### src/rtl/sd_pkg.sv
`default_nettype none
// ============================================================================
// Module   : sd_pkg
// Purpose  : Shared types and constants for the SD-card SPI command path.
//            Holds the controller state encoding, the command indices that
//            the controller understands, the R1 status bit positions and the
//            op codes that the SPI slave uses to pick its data direction.
// Ports    : none (package)
// Revision : 1.0 - initial release
// ============================================================================
package sd_pkg;

    typedef enum logic [2:0] {
        ST_IDLE   = 3'd0,
        ST_DECODE = 3'd1,
        ST_FETCH  = 3'd2,
        ST_ARM    = 3'd3,
        ST_XFER   = 3'd4,
        ST_COMMIT = 3'd5
    } state_t;

    localparam logic [5:0] CMD0  = 6'd0;
    localparam logic [5:0] CMD1  = 6'd1;
    localparam logic [5:0] CMD16 = 6'd16;
    localparam logic [5:0] CMD17 = 6'd17;
    localparam logic [5:0] CMD24 = 6'd24;

    localparam int R1_IDLE    = 0;
    localparam int R1_ILLEGAL = 2;
    localparam int R1_CRC     = 3;
    localparam int R1_ADDR    = 5;
    localparam int R1_PARAM   = 6;

    // Named from the host's point of view: a host read means the slave sends.
    localparam logic OP_WRITE = 1'b0;  // slave receives from host
    localparam logic OP_READ  = 1'b1;  // slave sends to host

endpackage : sd_pkg
`default_nettype wire

### src/rtl/sd_crc7.sv
`default_nettype none
// ============================================================================
// Module   : sd_crc7
// Purpose  : Combinational CRC7 (x^7 + x^3 + 1, initial value 0) over the
//            first 40 bits of an SD command frame, MSB first.
// Ports    : data - 40-bit frame prefix (start bits, index, argument)
//            crc  - 7-bit CRC
// Revision : 1.0 - initial release
// ============================================================================
module sd_crc7 (
    input  logic [39:0] data,
    output logic [6:0]  crc
);

    always_comb begin
        logic [6:0] v_crc;
        logic       v_fb;
        v_crc = 7'd0;
        for (int i = 39; i >= 0; i--) begin
            v_fb  = data[i] ^ v_crc[6];
            v_crc = {v_crc[5:0], 1'b0};
            if (v_fb) begin
                v_crc = v_crc ^ 7'h09;
            end
        end
        crc = v_crc;
    end

endmodule : sd_crc7
`default_nettype wire

### src/rtl/sd_cmd_controller.sv
`default_nettype none
// ============================================================================
// Module   : sd_cmd_controller
// Purpose  : Command sequencer for the SD-card SPI slave. Latches the 6-byte
//            command, validates and decodes it, moves blocks between the
//            shared byte buffer and a backing block store, and drives the
//            slave's op/size/start handshake. Non-data and rejected commands
//            are answered with a single R1 status byte.
// Ports    : clk, rst_n          - clock, async active-low reset
//            cmd[6], transfer    - captured command bytes + receive pulse
//            done                - slave data phase finished
//            op, size, start     - slave data-phase control
//            mem_rdata           - buffer read data
//            slave_data_in       - byte presented to the slave transmitter
//            blk_req/we/addr/ack - block-store handshake
//            in_idle, busy       - status
//            err_count           - saturating count of error responses
// Revision : 1.0 - initial release
// ============================================================================
module sd_cmd_controller
    import sd_pkg::*;
#(
    parameter  int MEMORY_SIZE_IN_BYTES = 64,
    parameter  int NUM_BLOCKS           = 1024,
    parameter  int CRC_CHECK            = 1,
    localparam int AW                   = $clog2(MEMORY_SIZE_IN_BYTES),
    localparam int BW                   = $clog2(NUM_BLOCKS)
) (
    input  logic          clk,
    input  logic          rst_n,
    input  logic [7:0]    cmd [0:5],
    input  logic          transfer,
    input  logic          done,
    output logic          op,
    output logic [AW-1:0] size,
    output logic          start,
    input  logic [7:0]    mem_rdata,
    output logic [7:0]    slave_data_in,
    output logic          blk_req,
    output logic          blk_we,
    output logic [BW-1:0] blk_addr,
    input  logic          blk_ack,
    output logic          in_idle,
    output logic          busy,
    output logic [7:0]    err_count
);

    state_t        r_state;
    state_t        w_state_next;

    logic [7:0]    r_cmd [0:5];
    logic          r_op;
    logic [AW-1:0] r_size;
    logic [BW-1:0] r_blk_addr;
    logic          r_in_idle;
    logic [7:0]    r_err_count;
    logic [AW:0]   r_blocklen;   // one extra bit so the full buffer size fits
    logic          r_rsp_phase;
    logic [7:0]    r_r1;
    logic          r_commit;     // clean CMD24: commit the buffer after XFER

    // ------------------------------------------------------------------
    // Command field extraction and checks on the latched bytes
    // ------------------------------------------------------------------
    logic [31:0] w_arg;
    logic [5:0]  w_idx;
    logic [6:0]  w_crc;
    logic        w_frame_ok;
    logic        w_crc_ok;

    assign w_arg      = {r_cmd[1], r_cmd[2], r_cmd[3], r_cmd[4]};
    assign w_idx      = r_cmd[0][5:0];
    assign w_frame_ok = (r_cmd[0][7:6] == 2'b01) && r_cmd[5][0];
    assign w_crc_ok   = (CRC_CHECK == 0) || (r_cmd[5][7:1] == w_crc);

    sd_crc7 u_crc7 (
        .data ({r_cmd[0], r_cmd[1], r_cmd[2], r_cmd[3], r_cmd[4]}),
        .crc  (w_crc)
    );

    logic          w_in_idle_next;
    logic [AW:0]   w_blocklen_next;
    logic          w_illegal;
    logic          w_crc_err;
    logic          w_addr_err;
    logic          w_param_err;
    logic          w_is_read;
    logic          w_is_write;
    logic [7:0]    w_r1;

    always_comb begin
        w_in_idle_next  = r_in_idle;
        w_blocklen_next = r_blocklen;
        w_illegal       = 1'b0;
        w_crc_err       = 1'b0;
        w_addr_err      = 1'b0;
        w_param_err     = 1'b0;
        w_is_read       = 1'b0;
        w_is_write      = 1'b0;

        // A broken frame or CRC masks every command-specific check.
        if (!w_frame_ok || !w_crc_ok) begin
            w_crc_err = 1'b1;
        end else begin
            case (w_idx)
                CMD0:  w_in_idle_next = 1'b1;
                CMD1:  w_in_idle_next = 1'b0;
                CMD16: begin
                    if ((w_arg != 32'd0) && (w_arg <= 32'(MEMORY_SIZE_IN_BYTES))) begin
                        w_blocklen_next = w_arg[AW:0];
                    end else begin
                        w_param_err = 1'b1;
                    end
                end
                CMD17, CMD24: begin
                    w_illegal  = r_in_idle;
                    // Full 32-bit compare: high argument bits cannot alias.
                    w_addr_err = (w_arg >= 32'(NUM_BLOCKS));
                    if (!r_in_idle && !w_addr_err) begin
                        w_is_read  = (w_idx == CMD17);
                        w_is_write = (w_idx == CMD24);
                    end
                end
                default: w_illegal = 1'b1;
            endcase
        end

        w_r1             = 8'd0;
        w_r1[R1_IDLE]    = w_in_idle_next;
        w_r1[R1_ILLEGAL] = w_illegal;
        w_r1[R1_CRC]     = w_crc_err;
        w_r1[R1_ADDR]    = w_addr_err;
        w_r1[R1_PARAM]   = w_param_err;
    end

    // ------------------------------------------------------------------
    // FSM: state register
    // ------------------------------------------------------------------
    always_ff @(posedge clk or negedge rst_n) begin
        if (!rst_n) begin
            r_state <= ST_IDLE;
        end else begin
            r_state <= w_state_next;
        end
    end

    // ------------------------------------------------------------------
    // FSM: next-state logic
    // ------------------------------------------------------------------
    always_comb begin
        w_state_next = r_state;
        case (r_state)
            ST_IDLE:   if (transfer) w_state_next = ST_DECODE;
            ST_DECODE: w_state_next = w_is_read ? ST_FETCH : ST_ARM;
            ST_FETCH:  if (blk_ack) w_state_next = ST_ARM;
            ST_ARM:    w_state_next = ST_XFER;
            ST_XFER:   if (done) w_state_next = r_commit ? ST_COMMIT : ST_IDLE;
            ST_COMMIT: if (blk_ack) w_state_next = ST_IDLE;
            default:   w_state_next = ST_IDLE;
        endcase
    end

    // ------------------------------------------------------------------
    // FSM: outputs decoded from state. blk_req is purely a state decode so
    // an asynchronous reset removes it immediately.
    // ------------------------------------------------------------------
    always_comb begin
        start         = (r_state == ST_ARM);
        busy          = (r_state != ST_IDLE);
        blk_req       = (r_state == ST_FETCH) || (r_state == ST_COMMIT);
        blk_we        = (r_state == ST_COMMIT);
        slave_data_in = r_rsp_phase ? r_r1 : mem_rdata;
    end

    // ------------------------------------------------------------------
    // Datapath: latched command, decode results and persistent flags
    // ------------------------------------------------------------------
    always_ff @(posedge clk or negedge rst_n) begin
        if (!rst_n) begin
            for (int i = 0; i < 6; i++) begin
                r_cmd[i] <= 8'd0;
            end
            r_op        <= OP_WRITE;
            r_size      <= AW'(MEMORY_SIZE_IN_BYTES - 1);
            r_blk_addr  <= '0;
            r_in_idle   <= 1'b1;
            r_err_count <= 8'd0;
            r_blocklen  <= (AW+1)'(MEMORY_SIZE_IN_BYTES);
            r_rsp_phase <= 1'b0;
            r_r1        <= 8'd0;
            r_commit    <= 1'b0;
        end else begin
            if ((r_state == ST_IDLE) && transfer) begin
                r_cmd <= cmd;
            end

            if (r_state == ST_DECODE) begin
                r_in_idle   <= w_in_idle_next;
                r_blocklen  <= w_blocklen_next;
                r_r1        <= w_r1;
                r_commit    <= w_is_write;
                if (w_is_read || w_is_write) begin
                    r_rsp_phase <= 1'b0;
                    r_op        <= w_is_read ? OP_READ : OP_WRITE;
                    r_size      <= AW'(r_blocklen - (AW+1)'(1));
                    r_blk_addr  <= w_arg[BW-1:0];
                end else begin
                    r_rsp_phase <= 1'b1;
                    r_op        <= OP_READ;
                    r_size      <= '0;
                end
                if ((|w_r1[6:2]) && (r_err_count != 8'hFF)) begin
                    r_err_count <= r_err_count + 8'd1;
                end
            end

            // The slave's idle MISO level follows op, so park it on return.
            if ((r_state != ST_IDLE) && (w_state_next == ST_IDLE)) begin
                r_op        <= OP_WRITE;
                r_rsp_phase <= 1'b0;
                r_commit    <= 1'b0;
            end
        end
    end

    assign op        = r_op;
    assign size      = r_size;
    assign blk_addr  = r_blk_addr;
    assign in_idle   = r_in_idle;
    assign err_count = r_err_count;

endmodule : sd_cmd_controller
`default_nettype wire

### config.mk
export PLATFORM = sky130hd
export DESIGN_NAME = sd_cmd_controller
export DESIGN_NICKNAME = d
export VERILOG_FILES = /design/src/rtl/sd_pkg.sv /design/src/rtl/sd_crc7.sv /design/src/rtl/sd_cmd_controller.sv
export SDC_FILE = /design/constraint.sdc
export NUM_CORES = 1
export LEC_CHECK = 0
export ABC_AREA = 0
export BUFFER_PORTS_ARGS = -buffer_cell sky130_fd_sc_hd__buf_2
export CORE_ASPECT_RATIO = 0.7
export CORE_MARGIN = 4
export CORE_UTILIZATION = 55
export CTS_CLUSTER_DIAMETER = 120
export CTS_CLUSTER_SIZE = 10
export DETAILED_ROUTE_END_ITERATION = 10
export GPL_ROUTABILITY_DRIVEN = 1
export PLACE_DENSITY = 0.79
export SETUP_SLACK_MARGIN = 0.2
export SLEW_MARGIN = 40
export SYNTH_ARGS = -nofsm -noshare
export SYNTH_HDL_FRONTEND = slang
export SYNTH_HIERARCHICAL = 1
export SYNTH_SLANG_ARGS = --single-unit
### constraint.sdc
create_clock -name clk -period 11.55 [get_ports clk]
set_clock_uncertainty 0.15 [all_clocks]
set_input_delay 0 -clock clk [delete_from_list [all_inputs] [get_ports clk]]
set_output_delay 0 -clock clk [all_outputs]
set_load 0.02 [all_outputs]
### Yosys cells after proc, flatten, opt, wreduce, memory -nomap -nowiden

Cells that the tools add are included.

| operators by class | value |
|---|---|
| $add $sub $neg | 2 |
| multipliers | 0 |
| div/mod/pow operators | 0 |
| $lt $le $gt $ge | 2 |
| equal/unequal tests | 12 |
| shift operators | 0 |
| multiplexer cells | 74 |
| bitwise logic cells | 79 |
| reduce and logical (&&, ||, !) cells | 25 |

Operators with widths:

| cell | number |
|---|---|
| 2-to-1 mux 4 bit | 40 |
| NOT 2 bit | 39 |
| XOR 1 bit | 36 |
| greater-or-equal comparator 32 x 11 -> 1 bit, second input constant | 1 |
| less-or-equal comparator 32 x 7 -> 1 bit, second input constant | 1 |
| nonzero test 32 bit | 1 |
| 2-to-1 mux 1 bit | 24 |
| equality test 6 x 5 -> 1 bit, second input constant | 3 |
| one-hot mux 3 bit (6 select lines) | 1 |
| 2-to-1 mux 3 bit | 5 |
| adder 8 x 1 -> 8 bit, second input constant | 1 |
| 2-to-1 mux 8 bit | 1 |
| inequality test 8 bit, second input constant | 1 |
| equality test 7 bit | 1 |
| equality test 3 x 2 -> 1 bit, second input constant | 2 |
| equality test 3 bit, second input constant | 2 |
| equality test 6 x 1 -> 1 bit, second input constant | 1 |
| logical AND 1 bit | 6 |
| logical NOT 3 bit | 2 |
| logical NOT 6 bit | 1 |
| 2-to-1 mux 6 bit | 1 |
| subtractor 6 x 1 -> 6 bit, second input constant | 1 |
| logical NOT 1 bit | 4 |
| one-hot mux 1 bit (2 select lines) | 2 |
| other kinds (12) | 17 |

| storage, ports and cells | value |
|---|---|
| bits in registers | 90 |
| latch bits | 0 |
| bits in writable memories | 0 |
| memory bits (read-only) | 0 |
| input bits | 61 |
| output and inout port bits | 38 |
| logic and storage cells | 210 |
| memories | 0 |

### Depth between registers and ports, before layout

Gate-level depths: netlist (run 1).

| logic depth | value |
|---|---|
| depth after elaboration | 88 |
| depth in mapped cells | 12 |

### Cells and area by module

Netlist (run 1), hierarchy kept.

By module, submodules not included:

| module | instances | cells an instance | area an instance (µm²) | seq. area each (µm²) |
|---|---|---|---|---|
| sd_cmd_controller | 1 | 316 | 4111.4 | 2260.9 |
| sd_crc7 | 1 | 60 | 989.7 | 0.0 |

### Least setup slack after synthesis (run 1)

OpenSTA, ideal clock, no wires.

| path | value |
|---|---|
| path type | reg2reg |
| from | register r_cmd[46] in the netlist's numbering |
| to | register r_blk_addr[6], in the netlist blk_addr[6] |
| setup time | 0.125 ns |
| arrival | 3.728 ns |
| data required time | 11.275 ns |
| setup slack | 7.547 ns |
| cell stages (with the launch flop) | 13 |
| cell sequence | dfrtp_1 xor3_2 xnor3_1 xor2_1 xnor3_2 xnor3_1 xnor2_1 nand4_1 nor3_1 nand3b_2 nor2_4 buf_8 mux2_4 |

| on the way | value |
|---|---|
| word-level cells in the longest chain between the ends | 42 |

Ends and longest elaborated chain:

| what | line | text |
|---|---|---|
| from (decl) | sd_cmd_controller.sv:51 | `logic [7:0] r_cmd [0:5];` |
| from (signal assigned) | sd_cmd_controller.sv:194 | `r_cmd <= cmd;` |
| XOR 1 bit * | sd_crc7.sv:20 | `v_fb = data[i] ^ v_crc[6];` |
| 2-to-1 mux 4 bit * | sd_crc7.sv:22 | `if (v_fb) begin` |
| 2-to-1 mux 4 bit (2 in series) | sd_crc7.sv:22 |  |
| NOT 2 bit (no line) | n/a |  |
| 2-to-1 mux 4 bit | sd_crc7.sv:22 |  |
| XOR 1 bit | sd_crc7.sv:20 |  |
| 2-to-1 mux 4 bit (3 in series) | sd_crc7.sv:22 |  |
| NOT 2 bit (no line) | n/a |  |
| (+24 left out) | n/a |  |
| 2-to-1 mux 4 bit * | sd_crc7.sv:22 |  |
| net w_crc[3] | sd_cmd_controller.sv:67 | `logic [6:0] w_crc;` |
| equality test 7 bit * | sd_cmd_controller.sv:74 | `assign w_crc_ok = (CRC_CHECK == 0) \|\| (r_cmd[5][7:1] == w_crc);` |
| logical NOT 1 bit * | sd_cmd_controller.sv:102 | `if (!w_frame_ok \|\| !w_crc_ok) begin` |
| logical OR 1 bit * | sd_cmd_controller.sv:102 |  |
| 2-to-1 mux 1 bit | sd_cmd_controller.sv:102 |  |
| logical OR 1 bit * | sd_cmd_controller.sv:202 | `if (w_is_read \|\| w_is_write) begin` |
| AND reduction 2 bit (no line) * | n/a |  |
| to (signal assigned) | sd_cmd_controller.sv:206 | `r_blk_addr <= w_arg[BW-1:0];` |
| to (decl) | sd_cmd_controller.sv:54 | `logic [BW-1:0] r_blk_addr;` |

The timed path passes the listed nets; every way through them passes the cells marked *.
A chain may end at the register's enable or synchronous reset.

### Worst setup path after layout (run 1)

| path | value |
|---|---|
| from | register r_cmd[43] in the netlist's numbering |
| to | register r_blk_addr[1], in the netlist blk_addr[1] |

RTL lines:

| what | line |
|---|---|
| XOR 1 bit * | sd_crc7.sv:20 |
| 2-to-1 mux 4 bit * | sd_crc7.sv:22 |
| XOR 1 bit / 2-to-1 mux 4 bit (equally long branches) | sd_crc7.sv:20, sd_crc7.sv:22 |
| 2-to-1 mux 4 bit | sd_crc7.sv:22 |
| XOR 1 bit, or another cell as far along | sd_crc7.sv:20 |
| 2-to-1 mux 4 bit | sd_crc7.sv:22 |
| 2-to-1 mux 4 bit, or another cell as far along | sd_crc7.sv:22 |
| 2-to-1 mux 4 bit | sd_crc7.sv:22 |
| (+19 left out) | n/a |
| 2-to-1 mux 4 bit * | sd_crc7.sv:22 |
| net w_crc[6] | sd_cmd_controller.sv:67 |
| equality test 7 bit * | sd_cmd_controller.sv:74 |
| logical NOT 1 bit * | sd_cmd_controller.sv:102 |
| logical OR 1 bit * | sd_cmd_controller.sv:102 |
| 2-to-1 mux 1 bit | sd_cmd_controller.sv:102 |
| logical OR 1 bit * | sd_cmd_controller.sv:202 |
| AND reduction 2 bit (no line) * | n/a |

Marked as above.

==> results of run 1 <==
[worst paths after layout]
kind	startpoint	endpoint	slack, ns	cells past startpoint
min	rst_n	r_state[2]	0.005	2
max	r_cmd[43]	blk_addr[1]	6.67	11
max reg2reg	r_cmd[43]	blk_addr[1]	6.67	11
min reg2reg	r_r1[6]	r_r1[6]	0.32	2
max in group asynchronous	rst_n	blk_addr[8]	10.21	3
min in group clk	transfer	r_state[0]	0.11	6
[metal layers]
| layer | vias up | GRT usage, % | wire length [um] |
|---|---|---|---|
| met5 | - | 0 | 0 |
| met4 | 0 | 7.04 | 164 |
| met3 | 16 | 6.20 | 680 |
| met2 | 101 | 37.7 | 5460 |
| met1 | 1688 | 31.8 | 5400 |
| li1 | 1634 | - | - |
[cells by family after synthesis]
kind of cell    after synthesis  share of synthesized area, %
mux                          70                          16.2
compound gates               33                          4.46
flops                        90                          44.3
fa+ha+maj                     2                         0.490
xor+xnor                     80                          22.8
simple gates                 79                          8.85
buf+inv                      22                          2.87
[sequential cells by signal (all words and copies together) (netlist names), 3 cells and up]
| name | count |
|---|---|
| r_blocklen | 6 |
| r_state | 3 |
| size | 6 |
| r_r1 | 5 |
| blk_addr | 10 |
| err_count | 8 |
| r_cmd | 48 |
[per-stage QoR]
| step | instances | hold WS (ns) | instance area [um2] |
|---|---|---|---|
| after floorplan | 376 | -0.446 | 5100 |
| after global placement | 585 | -0.155 | 5650 |
| after detailed placement | 585 | -0.154 | 5650 |
| after CTS | 653 | 0.0200 | 6510 |
| after global routing | 653 | 0.0500 | 6510 |
| final | 653 | 0.00483 | 6510 |
[layout make-up]
class	instances	area [um2]
Timing Repair Buffer	152	1030
Fill cell	601	2530
Multi-Input combinational cell	264	2700
Clock inverter	5	103
Tap cell	124	155
Sequential cell	90	2260
Inverter	7	26.3
Clock buffer	11	233
[worst max-delay path, delay by kind of cell, from the launching register on]
family           cells  cell delay (ns)
AND/OR/NAND/NOR      4             1.52
XOR/XNOR             6             2.12
flip-flops           1             0.56
multiplexers         1             0.39
[Yosys cell counts (6+ instances only)]
cell     count
mux2_2      59
dfrtp_1     83
nand2_1     18
xnor2_1     32
xor2_1      16
xnor3_1     16
nor2_1      13
nand3_1      6
buf_2        6
mux2_4      10
dfstp_2      7
a22o_1       6
nor4_1       7
o21ai_0     10
inv_1        7
nor3_1       8
[what timing repair did]
item	CTS	global route
hold buffers	52	0
buffers inserted	0	0
endpoints found under the hold margin	88	0
==> metrics.md, run 1 <==
| Metric | Value |
|---|---|
| Antenna Cells | `0` |
| Core area | `9030 um2` |
| Worst Path Required | `11.63 ns` |
| Fin crit period | `4.88 ns` |
| CP max stage delay | `0.67 ns` |
| Max Buffers Root-to-Sink | `2` |
| Leading cell type in the layout, fill and taps excluded | `buf_2` |
| Total Routing Usage GR | `23.4%` |
| IO Pins | `99` |
| Final core occ | `72.0%` |
| Die area | `10900 um2` |
| Placed wire-length estimate | `8280 um` |
| Layout cell share with drive strength beyond 1 | `39.7%` |
| Residual DRC count | `0` |
| CP max-delay cell | `nor3_1` |
| Netlist area before placement | `5100 um2` |
| Drt pass-1 iters | `4` |
| Worst-skew pair later-pin latency | `0.35 ns` |
| Fraction of registers with async set/reset | `100%` |
| Yosys top cell area share | `40.7%` |
| Root Driver | `clkbuf_16` |
| Total congestion overflow | `0` |
| Routed vias/inst | `5.27` |
| Layout area overhead | `27.6%` |
| DRT iter0 DRCs | `192` |
| Max_slew headroom | `47.0%` |
| FMAX | `205 MHz` |
| Worst-path fanout max | `16` |
| Row count | `29` |
| Most frequent cells in the layout | `buf_2, dfrtp_1, mux2_2` |
| Post-synth EDFFs | `0` |
| Hold WC Path Type | `in -> async` |
| WL/cell | `17.9 um` |
| Initial antenna violation count | `0` |
| Dpl ws | `6.82 ns` |
| Most frequent CP cell | `xnor2_1` |
| First-pass GRT wire length | `19300 um` |
| Routed wire length | `11700 um` |
| Die Y | `88.6 um` |
| Sequential element share of the synthesized area | `44.3%` |
| Setup TNS | `0 ns` |
| Synth top area cells | `dfrtp_1, mux2_2, xnor3_1, xnor2_1, dfstp_2` |
| CTS H-tree lvls | `3` |
| Mapped Nets | `439` |
| Crit end category | `flip-flop` |
| Final Cycle Share | `42.2%` |
| Yosys reg bits | `90` |
| Clock sink count | `90` |
| Die span in x | `123 um` |
| Post-CTS sizing | `0` |
| Critical path class | `reg -> reg` |
| Largest area contributor in the netlist | `dfrtp_1` |
| IO Port Bufs | `98` |
| Status | `complete, no violations` |
| Yosys Warn Count | `6` |
| CTS tree | `done` |
| Final hold violations | `0` |
| Placer Congestion | `0.816` |
| Total number of vias | `3439` |
| Primary FF master, synth | `dfrtp_1` |
| Post-Syn Instances | `376` |
| Max_cap viols | `0` |
| Clock-pin slew on the worst setup and hold paths | `0.06 ns` |
| Clock buffer count from CTS | `9` |
| Worst setup margin | `6.67 ns` |
| Layout net count | `587` |
| Worst path arrival time | `4.96 ns` |
| Critical Path Start Type | `flip-flop` |
| Unrepaired setup endpoints after global routing | `false` |
| Number of global-route vias before repair | `3717` |
| Syn Area/Cell | `13.6 um2` |
| CP Cell Sequence | `xnor3_2, xnor2_1, xnor2_1, xnor3_1, xnor3_1, xnor2_1, nand4_1, nor3_1, nand3b_2, nor2_4, mux2_2` |
| Post-route antenna net violation count | `0` |
| Yosys cell types | `57` |
| Worst slew pin tran | `0.789 ns` |
| Starting Density | `56.5%` |
| Largest net degree at the start of global routing | `53` |
| Final Setup Violations | `0` |
| Slew Viols, Final | `0` |
Power of run 1 is left out: the tool's default activity adds up to more than one toggle a clock period on the data nets, which glitch-free logic cannot reach.
==> inputs of run 2 (changes only) <==
==> constraint.sdc (replaced) <==
create_clock -name clk -period 4.96 [get_ports clk]
set_clock_uncertainty 0.15 [all_clocks]
set_input_delay 0 -clock clk [delete_from_list [all_inputs] [get_ports clk]]
set_output_delay 0 -clock clk [all_outputs]
set_load 0.02 [all_outputs]
==> run 2 against run 1 <==
The run now ends with hold timing left. Design area increased by 0.17%. Hold slack got worse by 0.017 ns. Setup slack got worse by 6.2 ns. Final cell count increased by 0.31%. Die area unchanged. Non-clock buffer count increased by 2. Clock-buffer cell count increased by 3. Routed wire length increased by 5.0%. Critical path depth increased by 1. Critical endpoint is now blk_addr[5]. Largest cell class unchanged. Highest routed layer unchanged.
==> metrics.md, run 2 (synthesis results as in run 1) <==
| Metric | Value |
|---|---|
| Cell family with most CP delay | `XOR/XNOR gates` |
| Worst path arrival time | `4.55 ns` |
| Total number of vias | `3517` |
| Worst-skew pair later-pin latency | `0.34 ns` |
| Starting Density | `56.5%` |
| Die span in x | `123 um` |
| DRT iter0 DRCs | `222` |
| Drt pass-1 iters | `6` |
| Critical Path Start Type | `flip-flop` |
| Routed wire length | `12300 um` |
| Most frequent cells in the layout | `buf_2, dfrtp_1, mux2_2` |
| Routed vias/inst | `5.37` |
| Layout cell share with drive strength beyond 1 | `39.7%` |
| First-pass GRT wire length | `20000 um` |
| IO Pins | `99` |
| CTS H-tree lvls | `3` |
| CP max-delay cell | `dfrtp_1` |
| Layout net count | `589` |
| Core area | `9030 um2` |
| Layout area overhead | `27.8%` |
| Placed wire-length estimate | `8510 um` |
| Post-route antenna net violation count | `0` |
| Worst Path Required | `5.04 ns` |
| Row count | `29` |
| Number of global-route vias before repair | `3771` |
| Crit path depth | `12` |
| Max_cap viols | `0` |
| Die area | `10900 um2` |
| R2R cell count | `12` |
| Worst slew pin tran | `0.861 ns` |
| IO Port Bufs | `98` |
| Hold WC Path Type | `in -> reg` |
| Crit end category | `flip-flop` |
| Largest net degree at the start of global routing | `53` |
| Buf/Inv on CP | `1` |
| Critical path class | `reg -> reg` |
| Finished Layout Cells | `655` |
| CP Cell Sequence | `xnor3_2, xnor2_1, xnor2_1, xnor3_1, xnor3_1, xnor2_1, nand4_1, nor3_1, buf_4, nand3b_2, nor2_4, mux2_2` |
| # Post-CTS Setup Buffers | `0` |
| Reg-to-Reg Start | `r_cmd[43]` |
| Leading cell type in the layout, fill and taps excluded | `buf_2` |
| Unrepaired setup endpoints after global routing | `false` |
| Hold_sp | `transfer` |
| Filler Cell Count | `606` |
| CTS tree | `done` |
| Post-CTS sizing | `0` |
| Clock buffer count from CTS | `9` |
| Final Setup Violations | `0` |
| Antenna Cells | `0` |
| Crit path from | `r_cmd[43]` |
| Residual DRC count | `0` |
| Placed Cells | `586` |
| Max reg flops | `48` |
| CP max stage delay | `0.56 ns` |
| Die Y | `88.6 um` |
| Total congestion overflow | `0` |
| Initial antenna violation count | `0` |
| Total Routing Usage GR | `24.6%` |
| Hold Path Depth | `4` |
| Root Driver | `clkbuf_16` |
| Clock sink count | `90` |
| Max Buffers Root-to-Sink | `2` |
| Final hold violations | `1` |
| Fin crit period | `4.48 ns` |
| Worst-path fanout max | `16` |
| Setup TNS | `0 ns` |
| FMAX | `223 MHz` |
| Violated checks | `hold timing` |
| Hold_ws | `-0.0119 ns` |
| Status | `complete, but fails checks` |
| WL/cell | `18.8 um` |
| Final Cycle Share | `90.2%` |
| Max_slew headroom | `42.5%` |
| Clock-pin slew on the worst setup and hold paths | `0.06 ns` |
| Most frequent CP cell | `xnor2_1` |
| Placer Congestion | `0.860` |
| Biggest register | `r_cmd` |
| Slew Viols, Final | `0` |
## run 2: cell type report
cell class                 instances  area, um2  area share (%)
multi-input combinational        264       2700            41.4
sequential                        90       2260            34.7
timing repair buffer             154       1050            16.1
clock buffer                      14        264            4.05
tap                              124        155            2.38
clock inverter                     2       60.1           0.921
inverter                           7       26.3           0.403
## run 2: worst register-to-register path, stage by stage, from the launching register on
cell and delay [ns]:
dfrtp_1 0.56, xnor3_2 0.51, xnor2_1 0.32, xnor2_1 0.22, xnor3_1 0.52, xnor3_1 0.38
xnor2_1 0.17, nand4_1 0.14, nor3_1 0.23, buf_4 0.19, nand3b_2 0.14, nor2_4 0.45
mux2_2 0.40
## run 2: stage by stage
stage | utilization (%) | setup slack (ns) | area (um2)
after global placement | 62.6 | 0.678 | 5660
final | 72.2 | 0.485 | 6520
after detailed placement | 62.6 | 0.513 | 5660
after global routing | 72.2 | 0.220 | 6520
after CTS | 72.0 | 0.500 | 6500
after floorplan | - | 0.957 | 5100
## run 2: per-layer routing
metal | share of wire, % | vias to the layer above | track usage, %
li1 | - | 1636 | -
met1 | 44 | 1718 | 33.7
met2 | 47 | 135 | 38.8
met3 | 6.5 | 28 | 6.39
met4 | 2.3 | 0 | 8.74
met5 | 0 | - | 0
## run 2: worst paths after layout
check,end,slack [ns]
worst max-delay path,blk_addr[5],0.48
worst min-delay path,r_cmd[40],-0.01
worst max register to register,blk_addr[5],0.48
worst min register to register,r_r1[6],0.34
max in group asynchronous,err_count[6],3.61
min in group asynchronous,r_state[2],0.02
## run 2: timing repair
action | CTS | global route
endpoints found under the setup margin | 0 | 0
hold buffers | 52 | 0
endpoints found under the hold margin | 88 | 0
Power of run 2 is left out for the same reason.
